File: src/rtl/nibble_serial_add_ctrl.sv
// nibble_serial_add_ctrl
// ----------------------
// Sequences one shared, external, combinational 4-bit adder slice to add two
// 4*NIBBLES-bit operands one nibble per cycle, least-significant nibble first.
// The ripple carry between nibbles is held in a flop. The result is exactly
// what the attached slice produces; no correction is applied here, so an
// approximate slice can be swapped in for accuracy studies.
//
// Optional feature macro: SERIAL_SUB_EN
//   defined   : adds input in_sub (sampled at accept). in_sub=1 computes A-B
//               mod 2^DW by feeding ~B nibbles with an initial carry of 1;
//               out_cout=1 then means "no borrow" (A >= B unsigned).
//   undefined : add only, initial carry 0, no in_sub port.
//
// Ports
//   clk, rst_n          clock (rising edge), synchronous active-low reset
//   in_valid/in_ready   operand handshake; in_a/in_b are the operands
//   in_sub              (SERIAL_SUB_EN only) subtract select
//   out_valid/out_ready result handshake; out_sum/out_cout are registered
//   sl_a/sl_b/sl_cin    drive the external slice (zero outside RUN)
//   sl_sum/sl_cout      slice results, used only in RUN
//
// Handshake: a transfer happens on a rising edge where valid and ready are
// both high. out_valid, out_sum and out_cout hold steady until the sink takes
// the result. in_ready is high in IDLE, and in DONE while out_ready is high so
// a new operand pair can be taken on the same edge the result leaves.
module nibble_serial_add_ctrl #(
    parameter int NIBBLES = 8
) (
    input  logic                   clk,
    input  logic                   rst_n,
    input  logic                   in_valid,
    output logic                   in_ready,
    input  logic [4*NIBBLES-1:0]   in_a,
    input  logic [4*NIBBLES-1:0]   in_b,
`ifdef SERIAL_SUB_EN
    input  logic                   in_sub,
`endif
    output logic                   out_valid,
    input  logic                   out_ready,
    output logic [4*NIBBLES-1:0]   out_sum,
    output logic                   out_cout,
    output logic [3:0]             sl_a,
    output logic [3:0]             sl_b,
    output logic                   sl_cin,
    input  logic [3:0]             sl_sum,
    input  logic                   sl_cout
);

    localparam int DW = 4 * NIBBLES;
    localparam int IW = (NIBBLES > 1) ? $clog2(NIBBLES) : 1;

    typedef enum logic [1:0] {
        IDLE = 2'd0,
        RUN  = 2'd1,
        DONE = 2'd2
    } state_t;

    state_t          state;
    state_t          state_next;
    logic [DW-1:0]   a_sh;
    logic [DW-1:0]   b_sh;
    logic            carry;
    logic [IW-1:0]   idx;
    logic            accept;
    logic            last;
    logic            sub_r;
    logic            init_cin;
    logic [DW-1:0]   sum_next;

`ifdef SERIAL_SUB_EN
    always_ff @(posedge clk) begin
        if (!rst_n) begin
            sub_r <= 1'b0;
        end else if (accept) begin
            sub_r <= in_sub;
        end
    end
    // Two's-complement subtract: A + ~B + 1, the +1 entering as initial carry.
    assign init_cin = in_sub;
`else
    assign sub_r    = 1'b0;
    assign init_cin = 1'b0;
`endif

    assign accept = in_valid & in_ready;
    assign last   = (idx == IW'(NIBBLES - 1));

    // New slice nibble enters at the MSB end; after NIBBLES shifts the first
    // (least significant) nibble has reached bit 0. Written with shifts so
    // that NIBBLES=1 needs no special case.
    assign sum_next = (out_sum >> 4) | (DW'(sl_sum) << (DW - 4));

    always_comb begin
        state_next = state;
        in_ready   = 1'b0;
        sl_a       = 4'd0;
        sl_b       = 4'd0;
        sl_cin     = 1'b0;
        case (state)
            IDLE: begin
                in_ready = 1'b1;
                if (in_valid) begin
                    state_next = RUN;
                end
            end
            RUN: begin
                sl_a   = a_sh[3:0];
                sl_b   = sub_r ? ~b_sh[3:0] : b_sh[3:0];
                sl_cin = carry;
                if (last) begin
                    state_next = DONE;
                end
            end
            DONE: begin
                in_ready = out_ready;
                if (out_ready) begin
                    state_next = in_valid ? RUN : IDLE;
                end
            end
            default: begin
                state_next = IDLE;
            end
        endcase
    end

    always_ff @(posedge clk) begin
        if (!rst_n) begin
            state     <= IDLE;
            out_valid <= 1'b0;
            out_sum   <= '0;
            out_cout  <= 1'b0;
            carry     <= 1'b0;
            idx       <= '0;
            a_sh      <= '0;
            b_sh      <= '0;
        end else begin
            state <= state_next;
            if (accept) begin
                a_sh      <= in_a;
                b_sh      <= in_b;
                carry     <= init_cin;
                idx       <= '0;
                out_valid <= 1'b0;
            end else if (state == RUN) begin
                out_sum <= sum_next;
                a_sh    <= a_sh >> 4;
                b_sh    <= b_sh >> 4;
                carry   <= sl_cout;
                idx     <= idx + IW'(1);
                if (last) begin
                    out_cout  <= sl_cout;
                    out_valid <= 1'b1;
                end
            end else if ((state == DONE) && out_ready) begin
                out_valid <= 1'b0;
            end
        end
    end

endmodule

File: config.mk
export PLATFORM = sky130hd
export DESIGN_NAME = nibble_serial_add_ctrl
export DESIGN_NICKNAME = d
export VERILOG_FILES = /design/src/rtl/nibble_serial_add_ctrl.sv
export SDC_FILE = /design/constraint.sdc
export NUM_CORES = 1
export LEC_CHECK = 0
export ABC_AREA = 1
export CAP_MARGIN = 20
export CORE_MARGIN = 4
export CORE_UTILIZATION = 40
export CTS_CLUSTER_DIAMETER = 40
export DETAILED_ROUTE_END_ITERATION = 10
export PLACE_DENSITY = 0.69
export SLEW_MARGIN = 20
export SYNTH_ARGS = -nofsm -noshare
export SYNTH_HDL_FRONTEND = slang
export SYNTH_SLANG_ARGS = --single-unit
File: constraint.sdc
create_clock -name clk -period 3.1 [get_ports clk]
set_clock_uncertainty 0.15 [all_clocks]
set_input_delay 0.465 -clock clk [delete_from_list [all_inputs] [get_ports clk]]
set_output_delay 0.465 -clock clk [all_outputs]
set_load 0.1 [all_outputs]
Word level (Yosys, flattened, before mapping) --
Cells that the tools add are included.
Storage, ports and cells: word-level logic and storage cells 44, output and inout bits 44, register bits after elaboration 104
Operators by class: $add $sub $neg 1, reductions and logical operators 9, multiplexer cells 16, equality and inequality tests 6, bitwise operators 4
Operators with widths (number):
- 32-bit 2-to-1 mux | 4
- 28-bit by 32-bit bitwise OR with 32-bit output | 1
- 4-bit 2-to-1 mux | 2
- 2-bit 2-to-1 mux | 3
- 2-bit inequality test (second input constant) | 3
- 2-bit case mux with 3 select lines | 1
- 3-bit AND reduction | 2
- 1-bit 2-to-1 mux | 5
- 2-bit AND reduction | 2
- 2-bit nonzero test | 2
- 3-bit by 1-bit adder with 3-bit output (second input constant) | 1
- 3-bit equality test (second input constant) | 1
- 2-bit by 1-bit equality test with 1-bit output (second input constant) | 1
- 2-bit equality test (second input constant) | 1
- 2-bit zero test | 1
- 1-bit NOT | 2
- 1-bit case mux with 2 select lines | 1
- 2-bit OR reduction | 1
- 1-bit AND | 1
- 1-bit logical AND | 1

Logic depth before layout (Yosys ltp) --
depth in word-level cells 5, depth in mapped cells 8

Least setup slack after synthesis --
No wires, ideal clock.
path kind reg2out, start register state[0], end output port sl_a[0], slack 0.289 ns, required time 2.485 ns, arrival time 2.196 ns, cell stages (with the launch flop) 7, buffers on the path 2, path through dfxtp_1 inv_2 nor2_2 inv_2 buf_2 buf_2 nor2_1
Between the ends: cells in the longest elaborated chain, start to end 2
Ends and longest elaborated chain:
- start, declared | line 59 | state_t state;
- start signal, assigned | line 138 | state <= state_next;
- 2-bit by 1-bit equality test with 1-bit output | line 100 | case (state)
- 4-bit 2-to-1 mux | line 100
- end, declared | line 43 | output logic [3:0] sl_a,
Every way passes these cells.

Worst setup path in the final report --
start register state[1], end output port sl_cin
Between the ends: cells in the longest elaborated chain, start to end 2
Ends and longest elaborated chain:
- 2-bit by 1-bit equality test with 1-bit output | line 100
- 1-bit 2-to-1 mux | line 100
- end, declared | line 45 | output logic sl_cin,
Every way passes these cells.

==> impl_metrics.ini <==
[pwr]
intPower_mw = 2.37
p_comb_share_pct = 24.7
p_leak_nw = 2.94
power_density_nw_per_um2 = 558
p_sw_mw = 1.20
p_seq_share_pct = 42.4
p_clk_share_pct = 33.0
vdd_drop_max_v = 0.000360
sw_frac_of_total_pct = 33.6

[floorplan]
dieArea_um2 = 14000
start_util_pct = 40.8
core-area_um2 = 12000
pin_count = 117
die_w_um = 118
die_h_um = 118
rows = 40

[placed_design]
io_buffer_count = 116
place.gp.congestion = 0.753
pre_cts_ws_ps = 896
hpwl_um = 8040

[critical_path]
rr_startpoint = state[0]
worst_setup_path_end_kind = primary output
arrival_ps = 1920
critPathMaxFanout = 39
path_class = reg2out
cp.required_ps = 2480
r2r_cells = 7
crit_path_start_kind = flip-flop
timing.rr.end = b_sh[29]
r2r_setup_slack_ps = 1170

[yosys]
syn-cell-area_um2 = 4880
synth-seq-cells = 104
syn_inst = 731
synth_fp_nets = 806
syn_avg_cell_area_um2 = 6.68
ys_types = 19
ys.warnings.count = 0
synth_seq_area_share_pct = 42.7

[finish]
multi_input_area_um2 = 2260
nets = 884
register_area_um2 = 2080
fill_cells = 1157
most-common-layout-cells = 187 x nand2_1, 104 x dfxtp_1, 75 x nor2_1, 71 x clkdlybuf4s50_1, 70 x a21oi_1
n_antenna_cell = 0
layout-drive-gt1-share_pct = 9.95
mostFrequentLayoutCell = nand2_1
syn_to_final_growth_pct = 30.8

[worst_hold_path]
holdPathEnd = carry
holdPathStages = 2
hp-class = reg2reg
holdCritStartpoint = carry

[clock_tree]
hold_buffers = 0
h-tree-depth = 3
clk_latency_ps = 340
cts-root-buf = clkbuf_16
clock_path_buffers = 2
post_cts_buffers = 0
tritoncts_num_sinks = 104
numCtsBuffers = 9
cts_tree = done
post_cts_resized = 0
path_clk_slew_ps = 70

[global_route]
grt_pass1_vias = 4555
antenna_found_initial = 0
grt_usage_pct = 17.6
grt_max_degree = 95
grt_first_pass_wirelength_um = 21200
overflow = 0

[sta]
drv_slew = 0
hold_viol = 0
setup_viol = 0
rsz0062_at_grt = false
setup_tns_ps = 0
max_slew.worst_pin.slew_ps = 882
period_share_pct = 81.9
relSlewSlack_pct = 41.2
max_freq_mhz = 394
timing.final.ws_setup_ps = 562
fin_crit_ps = 2540

[routing]
vias = 4846
wl_um = 12400
ant_nets = 0
via_per_inst = 5.04
drt_iter0_drc = 386
drcViolationCount = 0
wl_per_cell_um = 12.9
first_pass_iters = 5

[run]
drv_cap = 0

[run_status]
status = completed
==> area by class of cell <==
type | instances | share of cell area (%)
sequential | 104 | 32.6
tap | 147 | 2.88
multi-input combinational | 494 | 35.3
clock buffer | 9 | 3.53
timing repair buffer | 129 | 20.1
clock inverter | 7 | 1.39
inverter | 71 | 4.19
==> power groups by stage <==
stage / clock, mW / combinational, mW / sequential [mW]
finish: 1.17 / 0.879 / 1.51
global route: 1.25 / 0.956 / 1.52
CTS: 1.20 / 0.883 / 1.51
detailed placement: 0 / 0.881 / 1.54
global placement: 0 / 0.872 / 1.54
floorplan: 0 / 0.388 / 1.78
==> through the flow <==
| stage | hold slack [ps] | total power, mW | util [%] | area, µm² | instances |
|---|---|---|---|---|---|
| final | 315 | 3.56 | 53.4 | 6380 | 961 |
| after global routing | 340 | 3.73 | 53.4 | 6380 | 961 |
| after CTS | 317 | 3.60 | 53.4 | 6380 | 961 |
| after detailed placement | 306 | 2.42 | 50.8 | 6070 | 945 |
| after global placement | 301 | 2.41 | 50.8 | 6070 | 945 |
| after floorplan | 291 | 2.17 | - | 4880 | 731 |
==> flip-flops by register name (all words and copies together) (netlist names) <==
signal / cells
out_sum: 32
carry: 1
out_valid: 1
out_cout: 1
a_sh: 32
b_sh: 32
idx: 3
state: 2
==> synthesized netlist by cell type <==
cell      count  area share, %
nor2_2        1           0.13
ha_1          2           0.51
buf_2        20            2.1
inv_1        68            5.2
buf_1         3           0.23
xnor2_1       1           0.18
nand4_1      56            7.2
buf_4         7            1.1
nand3_1      67            6.9
nand2_1     188             14
nand3_2       1           0.21
a21oi_1      70            7.2
inv_2         3           0.23
clkbuf_1     31            2.4
o21ai_0      32            3.3
buf_6         1           0.23
o21a_1        1           0.15
dfxtp_1     104             43
nor2_1       75            5.8
==> critical path: stages, from the launching register on <==
cell	delay [ps]
dfxtp_1	370
nor2_4	140
clkinv_2	460
nor2_1	400
buf_12	220
==> layer usage <==
metal	routed length [µm]	GRT usage, %	vias up
li1	-	-	2514
met3	777	3.30	14
met5	0	0	-
met2	5730	28.9	153
met4	172	6.15	0
met1	5730	23.2	2165
==> how the worst max path moves through the flow <==
stage                     startpoint  slack, ps  endpoint  cells after the start
after floorplan             state[0]        290   sl_a[0]                      6
after global placement     out_ready        940  a_sh[25]                      8
after detailed placement    state[1]        900    sl_cin                      4
after CTS                   state[1]        530    sl_cin                      4
after global routing        state[1]        410    sl_cin                      4
final                       state[1]        560    sl_cin                      4
==> logic make-up (layout without fill, tap and decap cells) <==
logic type,count (synthesis),after routing,share of synthesized area (%)
compound gates,103,103,10.6
fa+ha+maj,2,2,0.513
flops,104,104,42.7
xor+xnor,1,1,0.179
buf+inv,133,216,11.4
simple gates,388,388,34.6
Note: power is estimated with default switching activity, not from simulation.
